File: src/rtl/i2s_slave_transceiver_pkg.sv
// i2s_slave_transceiver_pkg: shared types and constants for the slave I2S port.
// Channel encoding follows LRCK polarity (high = left).
package i2s_slave_transceiver_pkg;

    typedef enum logic {
        CH_RIGHT = 1'b0,
        CH_LEFT  = 1'b1
    } ch_e;

    localparam int DATA_WIDTH_DEF = 16;

    localparam bit I2S_MODE_STD = 1'b1;
    localparam bit I2S_MODE_LJ  = 1'b0;

endpackage

File: src/rtl/i2s_slave_transceiver_sync_edge_det.sv
// i2s_slave_transceiver_sync_edge_det: multi-flop synchronizer for one async pin.
// A history flop behind the last stage yields single-cycle rise/fall pulses.
module i2s_slave_transceiver_sync_edge_det #(
    parameter int SYNC_STAGES = 2
) (
    input  logic iCLK,
    input  logic iRST,
    input  logic iD,
    output logic oSYNC,
    output logic oRISE,
    output logic oFALL
);

    logic [SYNC_STAGES-1:0] sync_q;
    logic [SYNC_STAGES-1:0] sync_d;
    logic                   hist_q;
    logic                   hist_d;

    // shift the pin into the chain; history trails the last stage by one cycle
    always_comb begin
        sync_d = {sync_q[SYNC_STAGES-2:0], iD};
        hist_d = sync_q[SYNC_STAGES-1];
    end

    // chain and history registers, cleared by reset
    always_ff @(posedge iCLK) begin
        if (iRST) begin
            sync_q <= '0;
            hist_q <= 1'b0;
        end else begin
            sync_q <= sync_d;
            hist_q <= hist_d;
        end
    end

    assign oSYNC = sync_q[SYNC_STAGES-1];
    assign oRISE = oSYNC & ~hist_q;
    assign oFALL = ~oSYNC & hist_q;

endmodule

File: src/rtl/i2s_slave_transceiver.sv
// i2s_slave_transceiver: slave-mode I2S port with externally driven BCK/LRCK.
// Pins are oversampled on iCLK; RX acts on BCK rises, TX on BCK falls.
module i2s_slave_transceiver
    import i2s_slave_transceiver_pkg::*;
#(
    parameter int DATA_WIDTH  = DATA_WIDTH_DEF,
    parameter bit I2S_MODE    = I2S_MODE_STD,
    parameter int SYNC_STAGES = 2
) (
    input  logic                         iCLK,
    input  logic                         iRST,
    input  logic                         iAUD_BCK,
    input  logic                         iAUD_LRCK,
    input  logic                         iAUD_ADCDAT,
    output logic                         oAUD_DATA,
    input  logic signed [DATA_WIDTH-1:0] iAUD_extL,
    input  logic signed [DATA_WIDTH-1:0] iAUD_extR,
    output logic signed [DATA_WIDTH-1:0] oAUD_inL,
    output logic signed [DATA_WIDTH-1:0] oAUD_inR,
    output logic                         oSAMPLE_VALID,
    output logic                         oDAC_LOAD,
    output logic                         oFRAME_ERR
);

    localparam int            CW   = $clog2(DATA_WIDTH + 1);
    localparam logic [CW-1:0] FULL = CW'(DATA_WIDTH);
    localparam logic [CW-1:0] ONE  = CW'(1);

    logic bck_sync, bck_rise, bck_fall;
    logic lrck_s, lrck_rise, lrck_fall;
    logic adc_s, adc_rise, adc_fall;
    logic unused_sync;

    i2s_slave_transceiver_sync_edge_det #(
        .SYNC_STAGES(SYNC_STAGES)
    ) u_bck (
        .iCLK (iCLK),
        .iRST (iRST),
        .iD   (iAUD_BCK),
        .oSYNC(bck_sync),
        .oRISE(bck_rise),
        .oFALL(bck_fall)
    );

    i2s_slave_transceiver_sync_edge_det #(
        .SYNC_STAGES(SYNC_STAGES)
    ) u_lrck (
        .iCLK (iCLK),
        .iRST (iRST),
        .iD   (iAUD_LRCK),
        .oSYNC(lrck_s),
        .oRISE(lrck_rise),
        .oFALL(lrck_fall)
    );

    i2s_slave_transceiver_sync_edge_det #(
        .SYNC_STAGES(SYNC_STAGES)
    ) u_adc (
        .iCLK (iCLK),
        .iRST (iRST),
        .iD   (iAUD_ADCDAT),
        .oSYNC(adc_s),
        .oRISE(adc_rise),
        .oFALL(adc_fall)
    );

    assign unused_sync = ^{bck_sync, lrck_rise, lrck_fall, adc_rise, adc_fall};

    // RX state
    logic                  rx_primed_q, rx_primed_d;
    logic                  rx_armed_q, rx_armed_d;
    logic                  rx_lr_q, rx_lr_d;
    logic [CW-1:0]         rx_cnt_q, rx_cnt_d;
    logic [DATA_WIDTH-1:0] rx_sr_q, rx_sr_d;
    logic [DATA_WIDTH-1:0] hold_l_q, hold_l_d;
    logic                  left_ok_q, left_ok_d;
    logic [DATA_WIDTH-1:0] in_l_q, in_l_d;
    logic [DATA_WIDTH-1:0] in_r_q, in_r_d;
    logic                  valid_q, valid_d;
    logic                  ferr_q, ferr_d;

    // TX state
    logic                  tx_primed_q, tx_primed_d;
    logic                  tx_lr_q, tx_lr_d;
    logic [CW-1:0]         tx_cnt_q, tx_cnt_d;
    logic [DATA_WIDTH-1:0] tx_sr_q, tx_sr_d;
    logic [DATA_WIDTH-1:0] tx_hold_r_q, tx_hold_r_d;
    logic                  dout_q, dout_d;
    logic                  load_q, load_d;
    logic [DATA_WIDTH-1:0] tx_word;

    // RX: first rise after reset only records LRCK, the first channel start arms capture
    always_comb begin
        rx_primed_d = rx_primed_q;
        rx_armed_d  = rx_armed_q;
        rx_lr_d     = rx_lr_q;
        rx_cnt_d    = rx_cnt_q;
        rx_sr_d     = rx_sr_q;
        hold_l_d    = hold_l_q;
        left_ok_d   = left_ok_q;
        in_l_d      = in_l_q;
        in_r_d      = in_r_q;
        valid_d     = 1'b0;
        ferr_d      = 1'b0;
        if (bck_rise) begin
            rx_primed_d = 1'b1;
            rx_lr_d     = lrck_s;
            if (rx_primed_q && (lrck_s != rx_lr_q)) begin
                rx_armed_d = 1'b1;
                if (rx_armed_q) begin
                    if (rx_cnt_q == FULL) begin
                        if (rx_lr_q == CH_LEFT) begin
                            hold_l_d  = rx_sr_q;
                            left_ok_d = 1'b1;
                        end else begin
                            left_ok_d = 1'b0;
                            if (left_ok_q) begin
                                in_l_d  = hold_l_q;
                                in_r_d  = rx_sr_q;
                                valid_d = 1'b1;
                            end
                        end
                    end else begin
                        ferr_d    = 1'b1;
                        left_ok_d = 1'b0;
                    end
                end
                if (I2S_MODE == I2S_MODE_STD) begin
                    rx_cnt_d = '0;
                end else begin
                    rx_cnt_d = ONE;
                    rx_sr_d  = {rx_sr_q[DATA_WIDTH-2:0], adc_s};
                end
            end else if (rx_armed_q && (rx_cnt_q != FULL)) begin
                rx_cnt_d = rx_cnt_q + ONE;
                rx_sr_d  = {rx_sr_q[DATA_WIDTH-2:0], adc_s};
            end
        end
    end

    // TX: channel start reloads the shifter, otherwise shift MSB first then idle low
    always_comb begin
        tx_primed_d = tx_primed_q;
        tx_lr_d     = tx_lr_q;
        tx_cnt_d    = tx_cnt_q;
        tx_sr_d     = tx_sr_q;
        tx_hold_r_d = tx_hold_r_q;
        dout_d      = dout_q;
        load_d      = 1'b0;
        tx_word     = tx_hold_r_q;
        if (bck_fall) begin
            tx_primed_d = 1'b1;
            tx_lr_d     = lrck_s;
            if (tx_primed_q && (lrck_s != tx_lr_q)) begin
                if (lrck_s == CH_LEFT) begin
                    tx_hold_r_d = iAUD_extR;
                    load_d      = 1'b1;
                    tx_word     = iAUD_extL;
                end
                if (I2S_MODE == I2S_MODE_STD) begin
                    tx_sr_d  = tx_word;
                    tx_cnt_d = '0;
                    dout_d   = 1'b0;
                end else begin
                    tx_sr_d  = {tx_word[DATA_WIDTH-2:0], 1'b0};
                    tx_cnt_d = ONE;
                    dout_d   = tx_word[DATA_WIDTH-1];
                end
            end else if (tx_cnt_q != FULL) begin
                tx_sr_d  = {tx_sr_q[DATA_WIDTH-2:0], 1'b0};
                tx_cnt_d = tx_cnt_q + ONE;
                dout_d   = tx_sr_q[DATA_WIDTH-1];
            end else begin
                dout_d = 1'b0;
            end
        end
    end

    // all state registers with synchronous reset
    always_ff @(posedge iCLK) begin
        if (iRST) begin
            rx_primed_q <= 1'b0;
            rx_armed_q  <= 1'b0;
            rx_lr_q     <= 1'b0;
            rx_cnt_q    <= '0;
            rx_sr_q     <= '0;
            hold_l_q    <= '0;
            left_ok_q   <= 1'b0;
            in_l_q      <= '0;
            in_r_q      <= '0;
            valid_q     <= 1'b0;
            ferr_q      <= 1'b0;
            tx_primed_q <= 1'b0;
            tx_lr_q     <= 1'b0;
            tx_cnt_q    <= '0;
            tx_sr_q     <= '0;
            tx_hold_r_q <= '0;
            dout_q      <= 1'b0;
            load_q      <= 1'b0;
        end else begin
            rx_primed_q <= rx_primed_d;
            rx_armed_q  <= rx_armed_d;
            rx_lr_q     <= rx_lr_d;
            rx_cnt_q    <= rx_cnt_d;
            rx_sr_q     <= rx_sr_d;
            hold_l_q    <= hold_l_d;
            left_ok_q   <= left_ok_d;
            in_l_q      <= in_l_d;
            in_r_q      <= in_r_d;
            valid_q     <= valid_d;
            ferr_q      <= ferr_d;
            tx_primed_q <= tx_primed_d;
            tx_lr_q     <= tx_lr_d;
            tx_cnt_q    <= tx_cnt_d;
            tx_sr_q     <= tx_sr_d;
            tx_hold_r_q <= tx_hold_r_d;
            dout_q      <= dout_d;
            load_q      <= load_d;
        end
    end

    assign oAUD_DATA     = dout_q;
    assign oAUD_inL      = in_l_q;
    assign oAUD_inR      = in_r_q;
    assign oSAMPLE_VALID = valid_q;
    assign oDAC_LOAD     = load_q;
    assign oFRAME_ERR    = ferr_q;

endmodule
File: config.mk
export PLATFORM = sky130hd
export DESIGN_NAME = i2s_slave_transceiver
export DESIGN_NICKNAME = d
export VERILOG_FILES = /design/src/rtl/i2s_slave_transceiver_pkg.sv /design/src/rtl/i2s_slave_transceiver_sync_edge_det.sv /design/src/rtl/i2s_slave_transceiver.sv
export SDC_FILE = /design/constraint.sdc
export NUM_CORES = 1
export LEC_CHECK = 0
export BUFFER_PORTS_ARGS = -buffer_cell sky130_fd_sc_hd__buf_4
export CORE_ASPECT_RATIO = 1.5
export CORE_MARGIN = 5
export CORE_UTILIZATION = 51
export DETAILED_ROUTE_END_ITERATION = 16
export HOLD_SLACK_MARGIN = 0.06
export PLACE_DENSITY_LB_ADDON = 0.15
export SLEW_MARGIN = 20
export SYNTH_ARGS = -nofsm -noshare
export SYNTH_HDL_FRONTEND = slang
export SYNTH_SLANG_ARGS = --single-unit
File: constraint.sdc
create_clock -name iCLK -period 1.8 [get_ports iCLK]
set_input_delay 0.09 -clock iCLK [delete_from_list [all_inputs] [get_ports iCLK]]
set_output_delay 0.09 -clock iCLK [all_outputs]
set_load 0.03 [all_outputs]
-- Word level (Yosys, flattened, before mapping)
Index checks and enable logic that the tools add are counted.
- input bits: 37
- flip-flop bits (word level): 123
- output and inout bits: 36
- word-level logic and storage cells: 70
- muxes and demuxes: 14
- bitwise logic cells: 11
- add/subtract/negate cells: 2
- equality and inequality tests: 5
- reductions and logical operators: 16
- operators by type and width (kind ; count):
    16-bit 2-to-1 mux ; 3
    5-bit 2-to-1 mux ; 4
    5-bit by 1-bit adder with 5-bit output, second input constant ; 2
    5-bit != test, second input constant ; 2
    1-bit inverter ; 9
    3-bit AND reduction ; 3
    1-bit 2-to-1 mux ; 7
    2-bit AND reduction ; 3
    6-bit AND reduction ; 1
    6-bit OR reduction ; 1
    5-bit equality test, second input constant ; 1
    5-bit AND reduction ; 1
    2-bit nonzero test ; 2
    4-bit OR reduction ; 1
    1-bit logical AND ; 3
    3-bit OR reduction ; 1
    1-bit bitwise AND ; 2
    1-bit != test ; 2

-- Longest topological paths before layout
- depth after elaboration: 4
- depth in mapped cells: 9
- gate-level depth less buffers: 6

-- Hierarchy
Synthesis repeated with hierarchy kept, for this count alone.
- cells, all modules: 586
- area total of the unflattened synthesis: 5420.2 µm²
- by module, submodules not included (module ; seq. area each (µm²) ; cells each ; instances ; area an instance (µm²)):
    i2s_slave_transceiver ; 2322.2 ; 562 ; 1 ; 5146.2
    i2s_slave_transceiver_sync_edge_det ; 60.1 ; 8 ; 3 ; 91.3

-- Worst setup path after synthesis
No wires, ideal clock.
- path kind: flip-flop to flip-flop
- start: register rx_cnt_q[0]
- end: register rx_cnt_q[3]
- stages on the path, launching flop included: 9
- clock period less this slack: 1737 ps
- data required time: 1726 ps
- arrival time: 1662 ps
- path buffers: 2
- setup slack: 63 ps
- cell sequence: dfxtp_1 -> inv_1 -> ha_1 -> nor4bb_1 -> buf_2 -> a211o_1 -> buf_2 -> or3_1 -> a31oi_1
- longest elaborated chain between the ends: 4
- ends and longest elaborated chain (element ; line ; source):
    from (decl) ; i2s_slave_transceiver.sv:73 ; logic [CW-1:0] rx_cnt_q, rx_cnt_d;
    from (signal assigned) ; i2s_slave_transceiver.sv:204 ; rx_cnt_q <= rx_cnt_d;
    parallel branches: the longest is 4 deep, another holds 5-bit by 1-bit adder with 5-bit output ; n/a ;
Several ways; the timed one is not identified. The select of a mux whose other input is x is not followed.
A chain may end at the register's enable or synchronous reset.

-- Final worst setup path
- start: register rx_cnt_q[1]
- end: register hold_l_q[15]
- longest elaborated chain between the ends: 2
- ends and longest elaborated chain (element ; line ; source):
    5-bit equality test ; i2s_slave_transceiver.sv:111 ; if (rx_cnt_q == FULL) begin
    5-bit AND reduction (no source line) ; n/a ;
    to (signal assigned) ; i2s_slave_transceiver.sv:206 ; hold_l_q <= hold_l_d;
    to (decl) ; i2s_slave_transceiver.sv:75 ; logic [DATA_WIDTH-1:0] hold_l_q, hold_l_d;
No other way between the ends.

==> results.cfg <==
[worst_setup_path]
path_cells = inv_1 -> ha_1 -> nor4bb_2 -> buf_4 -> and3_1 -> buf_12 -> mux2i_1
cp.arrival_ns = 2.08
path_delay_family = simple AND/OR/NAND/NOR gates
slowest_delay_ns = 0.33
critical_path.slowest_cell = dfxtp_1
cp-end-kind = flip-flop
crit_path_max_fanout = 10
path_buf_inv = 3
path_class = flip-flop to flip-flop
cp.required_ns = 2.12
cp-start-kind = flip-flop

[worst_hold_path]
worstHoldPathType = input pin to flip-flop

[power]
p_sw_uw = 1250
clockPowerShare_pct = 51.3
power_uw = 6130
ir_worst_vdd_mv = 0.750
power_density_nw_per_um2 = 967
p_int_uw = 4880
pwr-share-seq_pct = 44.9
swShare_pct = 20.3
total_leakage_power_uw = 0.00275
combPwrFrac_pct = 3.8

[job]
max_cap_viol_count = 0

[floorplanning]
dieArea_um2 = 11600
io_pins = 73
num_rows = 43
coreArea_um2 = 9250
die_w_um = 89.6
die_h_um = 129
initial_utilization_pct = 52.4

[grt]
grtUsageTotal_pct = 18.8
globalRouteOverflowTotal = 0
antenna_found_initial = 0
grt_max_degree = 44
grt_pass1_wl_um = 17100
grt_pass1_vias = 3918

[cells_and_area]
drive_above_1_share_pct = 20.8
diodes = 0
final_util_pct = 68.5
layout-area-overhead-vs-synth_pct = 30.7
layout.nets = 650
postLayoutCellArea_um2 = 6340

[cts]
htree_levels = 4
cts-buffers-inserted = 17
clock-root-buffer = clkbuf_16
cts.sinks = 123
clk_path_buf_depth = 2
post-cts-setup-buffer-count = 0
clock_latency_ns = 0.40
cts_tree = done
path_clk_slew_ns = 0.05

[sta]
slew_violations = 0
skew_ns = 0.00767
tightestPinTransition_ns = 0.457
setup_tns_ns = 0
worst_slack_ns = 0.0405
finalSetupViolations = 0
post-route-min-period_ns = 1.76
slew_headroom_pct = 69.5
fmax_ghz = 0.568
layout_worst_path_cycle_share_pct = 97.8
hold_viol = 0

[detailed_routing]
routed-via-count = 3859
drc = 0
wl_um = 10200
routed_via_density = 5.27
detail-route-antenna-nets = 0
dr.pass1.iters = 4
drt_iter0_markers = 177
wl_per_cell_um = 13.9

[yosys]
yosysWarningCount = 0
synth_area_um2 = 4850
postSynthAreaPerCell_um2 = 9.47
ys_ff_latch = 123
netlist-cell-type-count = 39
synth_area_leader_cell = dfxtp_1
synth_top_area_share_pct = 50.8
synthesis.nets = 553
synth_cells = 512
synth.area.top_cells = dfxtp_1 51%, mux2i_1 17%, nand2_1 8.0%
synth_seq_area_share_pct = 50.8

[place]
dp_hpwl_um = 6860
place_congestion = 0.787
portBuffers = 72
dp_slack_ns = 0.0668
placed_cell_area_um2 = 5570

[outcome]
outcome = complete, no violations
synth_stat cells, drive strengths merged:
master and number:
o2bb2ai 15, nor2b 9, nand2b 1, or4 2
xor2 3, or2 1, nand3 31, and2 2
nand3b 3, a211oi 3, nor2 27, and4 1
clkbuf 20, o21ai 15, a21oi 21, mux2 1
ha 4, buf 16, inv 6, xnor2 1
a32oi 2, and3 1, a31oi 5, nand2 104
dfxtp 123, nand4bb 1, a211o 1, mux2i 80
nor3 3, o211ai 3, nor4bb 1, nand4 1
nand4b 3, or3 2
placed cells by master (no fill, tap or decap), drive strengths merged:
cell,n
a211o,1
nand3b,3
bufinv,1
nor4bb,1
a211oi,3
nand2,104
dfxtp,123
nor3,3
o21ai,15
nor2b,9
mux2,1
inv,6
buf,94
or2,1
nor2,27
or4,2
xor2,3
clkinvlp,1
nand4b,3
nand3,31
clkbuf,23
ha,4
nand2b,1
xnor2,1
or3,2
a31oi,5
and3,1
a21oi,21
o211ai,3
clkinv,5
a32oi,2
nand4,1
dlygate4sd3,20
mux2i,80
and2,2
and4,1
nand4bb,1
o2bb2ai,15
cell families after synthesis:
kind of cell,after synthesis,synth area share (%)
adders and majority gates,4,1.03
DFF,123,50.8
buffers and inverters,42,3.84
AOI/OAI and AO/OA,65,8.64
and+or+nand+nor,193,18.1
muxes,81,16.7
xor gates and xnor gates,4,0.877
repair_timing:
item	CTS	global route
gates resized for setup	0	3
endpoints found under the setup margin	0	8
hold buffers	20	0
endpoints found under the hold margin	36	0
worst paths after layout:
| path | from | end | slack [ns] | cells past startpoint |
|---|---|---|---|---|
| setup / recovery | rx_cnt_q[1]$_SDFFE_PP0P_ | hold_l_q[15]$_SDFFE_PP0P_ | 0.04 | 7 |
| hold / removal | iAUD_extL[5] | tx_sr_q[5]$_SDFFE_PP0P_ | 0.13 | 5 |
| setup reg to reg | rx_cnt_q[1]$_SDFFE_PP0P_ | hold_l_q[15]$_SDFFE_PP0P_ | 0.04 | 7 |
| hold reg to reg | u_adc.sync_q[0]$_SDFF_PP0_ | u_adc.sync_q[1]$_SDFF_PP0_ | 0.43 | 1 |
power by group through the flow:
stage	logic (uW)	clock network (uW)	registers, uW
floorplan	102	0	2810
global placement	195	0	2810
detailed placement	197	0	2810
CTS	232	3200	2750
global route	253	3340	2750
finish	233	3140	2750
metal layers:
layer | share of wire, % | track usage, % | wire (um) | vias up
li1 | - | - | - | 1959
met1 | 40 | 19.9 | 4040 | 1809
met2 | 54 | 34.1 | 5460 | 81
met3 | 5.2 | 5.98 | 526 | 10
met4 | 1.5 | 6.31 | 151 | 0
met5 | 0 | 0 | 0 | -
metrics by stage:
stage	cells	hold slack, ns
after floorplan	512	0.218
after global placement	681	0.303
after global routing	732	0.146
final	732	0.131
after CTS	731	0.109
after detailed placement	681	0.307
area by class of cell:
class | instances | area (um^2)
multi-input cells | 347 | 2220
inverters | 6 | 22.5
well taps | 112 | 140
repair buffers | 114 | 941
clock buffers | 23 | 488
flip-flops and latches | 123 | 2460
clock inverters | 7 | 66.3
fillers | 737 | 2910
worst register-to-register path: stages, from the launching register on:
cell	delay, ns
dfxtp_1	0.33
inv_1	0.06
ha_1	0.14
nor4bb_2	0.30
buf_4	0.24
and3_1	0.22
buf_12	0.16
mux2i_1	0.23
flip-flops by register name (all words and copies together), names as in the netlist, 2 cells and up:
register	flops
hold_l_q	16
oAUD_inL	16
oAUD_inR	16
rx_sr_q	16
tx_hold_r_q	16
tx_sr_q	16
rx_cnt_q	5
tx_cnt_q	5
u_adc.sync_q	2
u_bck.sync_q	2
u_lrck.sync_q	2
Power figures use the tool's default switching activity.
